===== src/rtl/vsdserializer_pkg.sv =====
// Shared types and helpers for the vsdserializer_v2 parallel-to-serial converter.
package vsdserializer_pkg;

  typedef enum logic {
    IDLE  = 1'b0,
    SHIFT = 1'b1
  } state_e;

  // Counter width that stays at least one bit wide even for n == 1.
  function automatic int cnt_width(input int n);
    return (n > 1) ? $clog2(n) : 1;
  endfunction

endpackage


===== src/rtl/vsd_bit_tick.sv =====
// Bit-period divider: counts DIV cycles per serial bit and flags the last and first cycle.
module vsd_bit_tick
  import vsdserializer_pkg::*;
#(
  parameter int DIV = 1
) (
  input  logic clk,
  input  logic rst_n,
  input  logic restart_i,
  input  logic run_i,
  output logic tick_o,
  output logic tick_next_o,
  output logic first_next_o
);

  localparam int CW = cnt_width(DIV);
  localparam logic [CW-1:0] LAST = CW'(DIV - 1);

  logic [CW-1:0] cnt_q, cnt_d;

  always_comb begin
    cnt_d = cnt_q;
    if (restart_i || !run_i) begin
      cnt_d = '0;
    end else if (cnt_q == LAST) begin
      cnt_d = '0;
    end else begin
      cnt_d = cnt_q + 1'b1;
    end
  end

  always_ff @(posedge clk) begin
    if (!rst_n) begin
      cnt_q <= '0;
    end else begin
      cnt_q <= cnt_d;
    end
  end

  // Next-cycle flags let the parent register its framing strobes.
  assign tick_o       = (cnt_q == LAST);
  assign tick_next_o  = (cnt_d == LAST);
  assign first_next_o = (cnt_d == '0);

endmodule


===== src/rtl/vsdserializer_v2.sv =====
// Parallel-to-serial converter with valid/ready intake, one-word holding buffer,
// bit-period divider, selectable bit order, abort and framing strobes.
module vsdserializer_v2
  import vsdserializer_pkg::*;
#(
  parameter int WIDTH      = 10,
  parameter bit LSB_FIRST  = 1'b0,
  parameter int DIV        = 1,
  parameter bit IDLE_LEVEL = 1'b0
) (
  input  logic             clk,
  input  logic             rst_n,
  input  logic             in_valid,
  output logic             in_ready,
  input  logic [WIDTH-1:0] in_data,
  input  logic             abort,
  output logic             ser_out,
  output logic             ser_valid,
  output logic             frame_start,
  output logic             frame_last,
  output logic             busy
);

  localparam int BW = cnt_width(WIDTH);
  localparam logic [BW-1:0] LAST_BIT = BW'(WIDTH - 1);

  state_e           state_q, state_d;
  logic [WIDTH-1:0] shift_q, shift_d;
  logic [WIDTH-1:0] buf_q, buf_d;
  logic             buf_full_q, buf_full_d;
  logic [BW-1:0]    bit_cnt_q, bit_cnt_d;
  logic             accept;
  logic             load;
  logic             tick;
  logic             tick_next;
  logic             first_next;

  assign in_ready = !buf_full_q && !abort && rst_n;
  assign accept   = in_valid && in_ready;

  vsd_bit_tick #(
    .DIV (DIV)
  ) u_bit_tick (
    .clk          (clk),
    .rst_n        (rst_n),
    .restart_i    (load || abort),
    .run_i        (state_q == SHIFT),
    .tick_o       (tick),
    .tick_next_o  (tick_next),
    .first_next_o (first_next)
  );

  function automatic logic head_bit(input logic [WIDTH-1:0] w);
    return LSB_FIRST ? w[0] : w[WIDTH-1];
  endfunction

  always_comb begin
    state_d    = state_q;
    shift_d    = shift_q;
    buf_d      = buf_q;
    buf_full_d = buf_full_q;
    bit_cnt_d  = bit_cnt_q;
    load       = 1'b0;

    case (state_q)
      IDLE: begin
        if (accept) begin
          load      = 1'b1;
          shift_d   = in_data;
          bit_cnt_d = '0;
          state_d   = SHIFT;
        end
      end
      SHIFT: begin
        if (tick) begin
          if (bit_cnt_q == LAST_BIT) begin
            bit_cnt_d = '0;
            // The buffered word wins; in_ready is low whenever it is present.
            if (buf_full_q) begin
              load       = 1'b1;
              shift_d    = buf_q;
              buf_full_d = 1'b0;
            end else if (accept) begin
              load    = 1'b1;
              shift_d = in_data;
            end else begin
              state_d = IDLE;
            end
          end else begin
            bit_cnt_d = bit_cnt_q + 1'b1;
            shift_d   = LSB_FIRST ? (shift_q >> 1) : (shift_q << 1);
          end
        end
        if (accept && !load) begin
          buf_d      = in_data;
          buf_full_d = 1'b1;
        end
      end
      default: state_d = IDLE;
    endcase

    if (abort) begin
      state_d    = IDLE;
      shift_d    = '0;
      buf_d      = '0;
      buf_full_d = 1'b0;
      bit_cnt_d  = '0;
      load       = 1'b0;
    end
  end

  // Outputs are registered from next-state values so they line up with the shifter.
  always_ff @(posedge clk) begin
    if (!rst_n) begin
      state_q     <= IDLE;
      shift_q     <= '0;
      buf_q       <= '0;
      buf_full_q  <= 1'b0;
      bit_cnt_q   <= '0;
      ser_out     <= IDLE_LEVEL;
      ser_valid   <= 1'b0;
      frame_start <= 1'b0;
      frame_last  <= 1'b0;
      busy        <= 1'b0;
    end else begin
      state_q     <= state_d;
      shift_q     <= shift_d;
      buf_q       <= buf_d;
      buf_full_q  <= buf_full_d;
      bit_cnt_q   <= bit_cnt_d;
      ser_out     <= (state_d == SHIFT) ? head_bit(shift_d) : IDLE_LEVEL;
      ser_valid   <= (state_d == SHIFT);
      frame_start <= (state_d == SHIFT) && (bit_cnt_d == '0) && first_next;
      frame_last  <= (state_d == SHIFT) && (bit_cnt_d == LAST_BIT) && tick_next;
      busy        <= (state_d == SHIFT) || buf_full_d;
    end
  end

endmodule


===== config.mk =====
export PLATFORM = sky130hd
export DESIGN_NAME = vsdserializer_v2
export DESIGN_NICKNAME = d
export VERILOG_FILES = /design/src/rtl/vsdserializer_pkg.sv /design/src/rtl/vsd_bit_tick.sv /design/src/rtl/vsdserializer_v2.sv
export SDC_FILE = /design/constraint.sdc
export NUM_CORES = 1
export LEC_CHECK = 0
export CORE_UTILIZATION = 55
export CTS_BUF_LIST = sky130_fd_sc_hd__clkbuf_2
export DETAILED_ROUTE_END_ITERATION = 8
export GPL_ROUTABILITY_DRIVEN = 0
export PLACE_DENSITY = 0.81
export SLEW_MARGIN = 20
export SYNTH_ARGS = -nofsm -noshare
export SYNTH_HDL_FRONTEND = slang
export SYNTH_SLANG_ARGS = --single-unit

===== constraint.sdc =====
create_clock -name clk -period 2.6 [get_ports clk]
set_clock_uncertainty 0.2 [all_clocks]
set_input_delay 0.52 -clock clk [delete_from_list [all_inputs] [get_ports clk]]
set_output_delay 0.52 -clock clk [all_outputs]
set_load 0.05 [all_outputs]

# After elaboration in Yosys (flattened, before gate mapping)
# Cells that the tools add are included.
# word_totals
regBits,31
output_inout_bits,6
elab_cells,67
# classes
addsub,2
n_eq_ne,3
mux,29
n_bitwise,3
n_reduce_logical,19
# op_table
op,count
$mux 10,5
$pmux 10 s2,1
$mux 1,16
$mux 4,4
$eq 4x4->1 const B,2
$logic_and 1x1->1,8
$pmux 4 s2,1
$add 4x1->4 const B,1
$logic_not 1->1,4
$logic_not 4->1,1
$pmux 1 s2,2
$reduce_and 2->1,2
$logic_or 1x1->1,3
$not 1->1,3
$ne 2x2->1 const B,1
$reduce_or 2->1,1
$add 1x1->1 const B,1

# Depth between registers and ports, before layout
# logic_depth
depth_word,16
mapped_depth,7

# By module
# From an unflattened synthesis, not the netlist that was laid out.
# unflattened
cells_unflattened,201
area_unflattened_um2,1704.1
# by_module_without_submodules
mod,instances,cells_each,area_each_um2,seq_area_each_um2
vsdserializer_v2,1,197,1677.9,600.6
vsd_bit_tick,1,4,26.3,0.0

# Worst setup path after synthesis
# OpenSTA, ideal clock, no wires.
# synth_path
kind,input to output
from,in abort
to,out in_ready
arrival_ps,1643
required_ps,1880
slack_ps,237
stages,4
cell_sequence,nand2b_1 -> clkbuf_1 -> clkbuf_1 -> nor2_1
# synth_via
elab_chain_len,3
# synth_rtl
item,line_no,text
start: declaration,vsdserializer_v2.sv:16,"input logic abort,"
$logic_not 1->1,vsdserializer_v2.sv:38,assign in_ready = !buf_full_q && !abort && rst_n;
$logic_and 1x1->1 (2 in a row),vsdserializer_v2.sv:38,
end: declaration,vsdserializer_v2.sv:14,"output logic in_ready,"
# Every way passes these cells.

# Worst setup path in the final report
# Same ends and word-level chain as after synthesis.

==> impl_metrics.json <==
{
  "start_kind": "input pin",
  "startpoint": "abort",
  "grt_setup_unrepaired": "false",
  "timing.slew.headroom_pct": 67.3,
  "synthTopCellsByArea": "dfxtp_1 43%, mux2i_1 8.6%, mux2_4 7.6%, nor2_1 7.3%, a222oi_1 5.8%",
  "drt_iter0_drc": 40,
  "die_area_um2": 2730,
  "fp.coreArea_um2": 2300,
  "wl_per_cell_um": 14.7,
  "cp-end-kind": "output pin",
  "report.final.slew_viol_count": 0,
  "syn_nets": 156,
  "leakage_nw": 0.704,
  "drt-total-wl_um": 2840,
  "postSynthCellCount": 140,
  "synth_top_area_share_pct": 43.2,
  "async_reset_ff_share_pct": 0,
  "hold_buffers": 0,
  "io_pins": 20,
  "synth-seq-area-share_pct": 43.2,
  "timing.final.hold_violations": 0,
  "post-cts-setup-buffer-count": 0,
  "syn2layout_area_growth_pct": 20.0,
  "p_per_area_nw_per_um2": 482,
  "required_ns": 1.88,
  "seq_area_um2": 601,
  "tns_ns": 0,
  "start_util_pct": 60.5,
  "first_global_vias": 1081,
  "drcViolationCount": 0,
  "ys.warnings.count": 0,
  "clockBufferDepth": 2,
  "antennaDiodeCount": 0,
  "power.total_mw": 0.804,
  "place_inst": 185,
  "worst-setup-path-type": "input pin to output pin",
  "antenna_found_initial": 0,
  "synth_top_flop_cell": "dfxtp_1",
  "port_buffers": 19,
  "cap_violations": 0,
  "period_share_pct": 89.3,
  "root_buffer": "clkbuf_2",
  "placementRows": 17,
  "r2r_start": "bit_cnt_q[0]",
  "synth_edf_count": 0,
  "grt_pass1_wl_um": 4640,
  "finalCriticalPeriod_ns": 2.32,
  "clk_latency_ns": 0.38,
  "cts_buffers": 5,
  "n_fill_cell": 186,
  "die_x_um": 52.3,
  "critPathArrivalTime_ns": 1.60,
  "viasPerCell": 5.83,
  "htreeDepth": 2,
  "dpl_cell_area_um2": 1630,
  "drive_gt1_share_pct": 16.4,
  "final_nets": 180,
  "grt_overflow_total": 0,
  "finalSetupViolations": 0,
  "status": "completed",
  "syn-cell-area_um2": 1390,
  "ant_nets": 0,
  "layout.cells.non_filler": 193,
  "synthDistinctLibCells": 36,
  "synth_area_per_cell_um2": 9.92,
  "die_y_um": 52.3,
  "ys_ff_latch": 30,
  "firstDrtPassIters": 4,
  "min_from": "buf_q[0]",
  "design_area_um2": 1670,
  "hold_class": "register to register",
  "clock.fmax_ghz": 0.431,
  "fin_util_pct": 72.5,
  "crit_fanout": 5,
  "synth_area_leader_cell": "dfxtp_1",
  "clk_pin_slew_ns": 0.14,
  "cts.repair.resized": 0,
  "dp_hpwl_um": 1920,
  "cts_tree": "done",
  "grt.total_usage_pct": 24.3,
  "tightest_slew_ns": 0.489,
  "clock-sinks": 30,
  "grt_max_degree": 24,
  "ir_drop_v": 0.000411,
  "multi_input_area_um2": 724,
  "vias": 1126
}
critical path, cell delays in order:
cell and delay [ns]:
clkdlybuf4s50_1 0.43, buf_4 0.16, nand2b_1 0.15, nor2_1 0.18, buf_12 0.17
cell type report:
type,count,share of cell area (%)
Inverter,6,1.35
Clock inverter,2,0.526
Timing Repair Buffer,25,14.7
Multi-Input combinational cell,96,43.5
Sequential cell,30,36.0
Clock buffer,6,1.80
Tap cell,28,2.10
metrics by stage:
step           worst slack [ns]  hold slack, ns
3_3_place_gp              0.104           0.276
6_report                  0.279           0.320
3_5_place_dp             0.0665           0.288
2_1_floorplan             0.237           0.263
4_1_cts                   0.271           0.327
5_1_grt                   0.226           0.333
cells in the mapped netlist, drive strengths merged (2+ instances only):
library cell / n
nor2b: 2
clkbuf: 6
ha: 2
nor2: 27
mux2i: 12
buf: 2
nand3b: 3
a222oi: 8
mux2: 9
a21oi: 2
or2: 2
inv: 6
o21ai: 2
a22oi: 2
and2: 4
nor3: 3
nand2: 3
dfxtp: 30
logic make-up after synthesis:
kind of cell               share of synthesized area [%]
xor gates and xnor gates                           0.631
muxes                                               17.8
AOI/OAI and AO/OA                                   13.6
buffers and inverters                               4.59
and+or+nand+nor                                     18.3
DFF                                                 43.2
adders and majority gates                           1.80
where the power goes:
group | switching (mW) | internal (mW)
clock | 0.162 | 0.0660
combinational | 0.0522 | 0.0540
sequential | 0.00367 | 0.466
total | 0.217 | 0.586
per-layer routing:
layer	GRT usage [%]	vias up	share of wire, %	routed length (µm)
met5	0	-	0	0
met4	17.1	0	1.6	44
met3	6.09	6	4.4	124
met2	41.2	24	48	1350
met1	26.1	539	46	1310
li1	-	557	-	-
final timing paths:
check / endpoint / slack [ns] / cells after the start
worst max-delay path: in_ready / 0.28 / 5
worst min-delay path: buf_q[0] / 0.32 / 2
worst max register to register: shift_q[1] / 0.53 / 5
worst min register to register: buf_q[0] / 0.32 / 2
sequential cells by signal, indices dropped and copies added, names as in the netlist:
signal       flops
bit_cnt_q        4
shift_q         10
frame_last       1
frame_start      1
busy             1
state_q          1
ser_out          1
buf_q           10
buf_full_q       1
cell usage in the layout, fill, tap and decap left out, types with 2 or more instances in the layout:
| cell | instances |
|---|---|
| and2_1 | 4 |
| nor2_1 | 27 |
| nor3_1 | 3 |
| a222oi_1 | 8 |
| a21oi_1 | 2 |
| clkbuf_2 | 6 |
| or2_2 | 2 |
| a22oi_1 | 2 |
| nand3b_1 | 3 |
| ha_1 | 2 |
| clkdlybuf4s50_1 | 18 |
| mux2i_1 | 12 |
| nor2b_1 | 2 |
| buf_4 | 6 |
| nand2_1 | 3 |
| mux2_2 | 2 |
| inv_1 | 6 |
| dfxtp_1 | 30 |
| mux2_4 | 7 |
(Power assumes the default switching activity.)
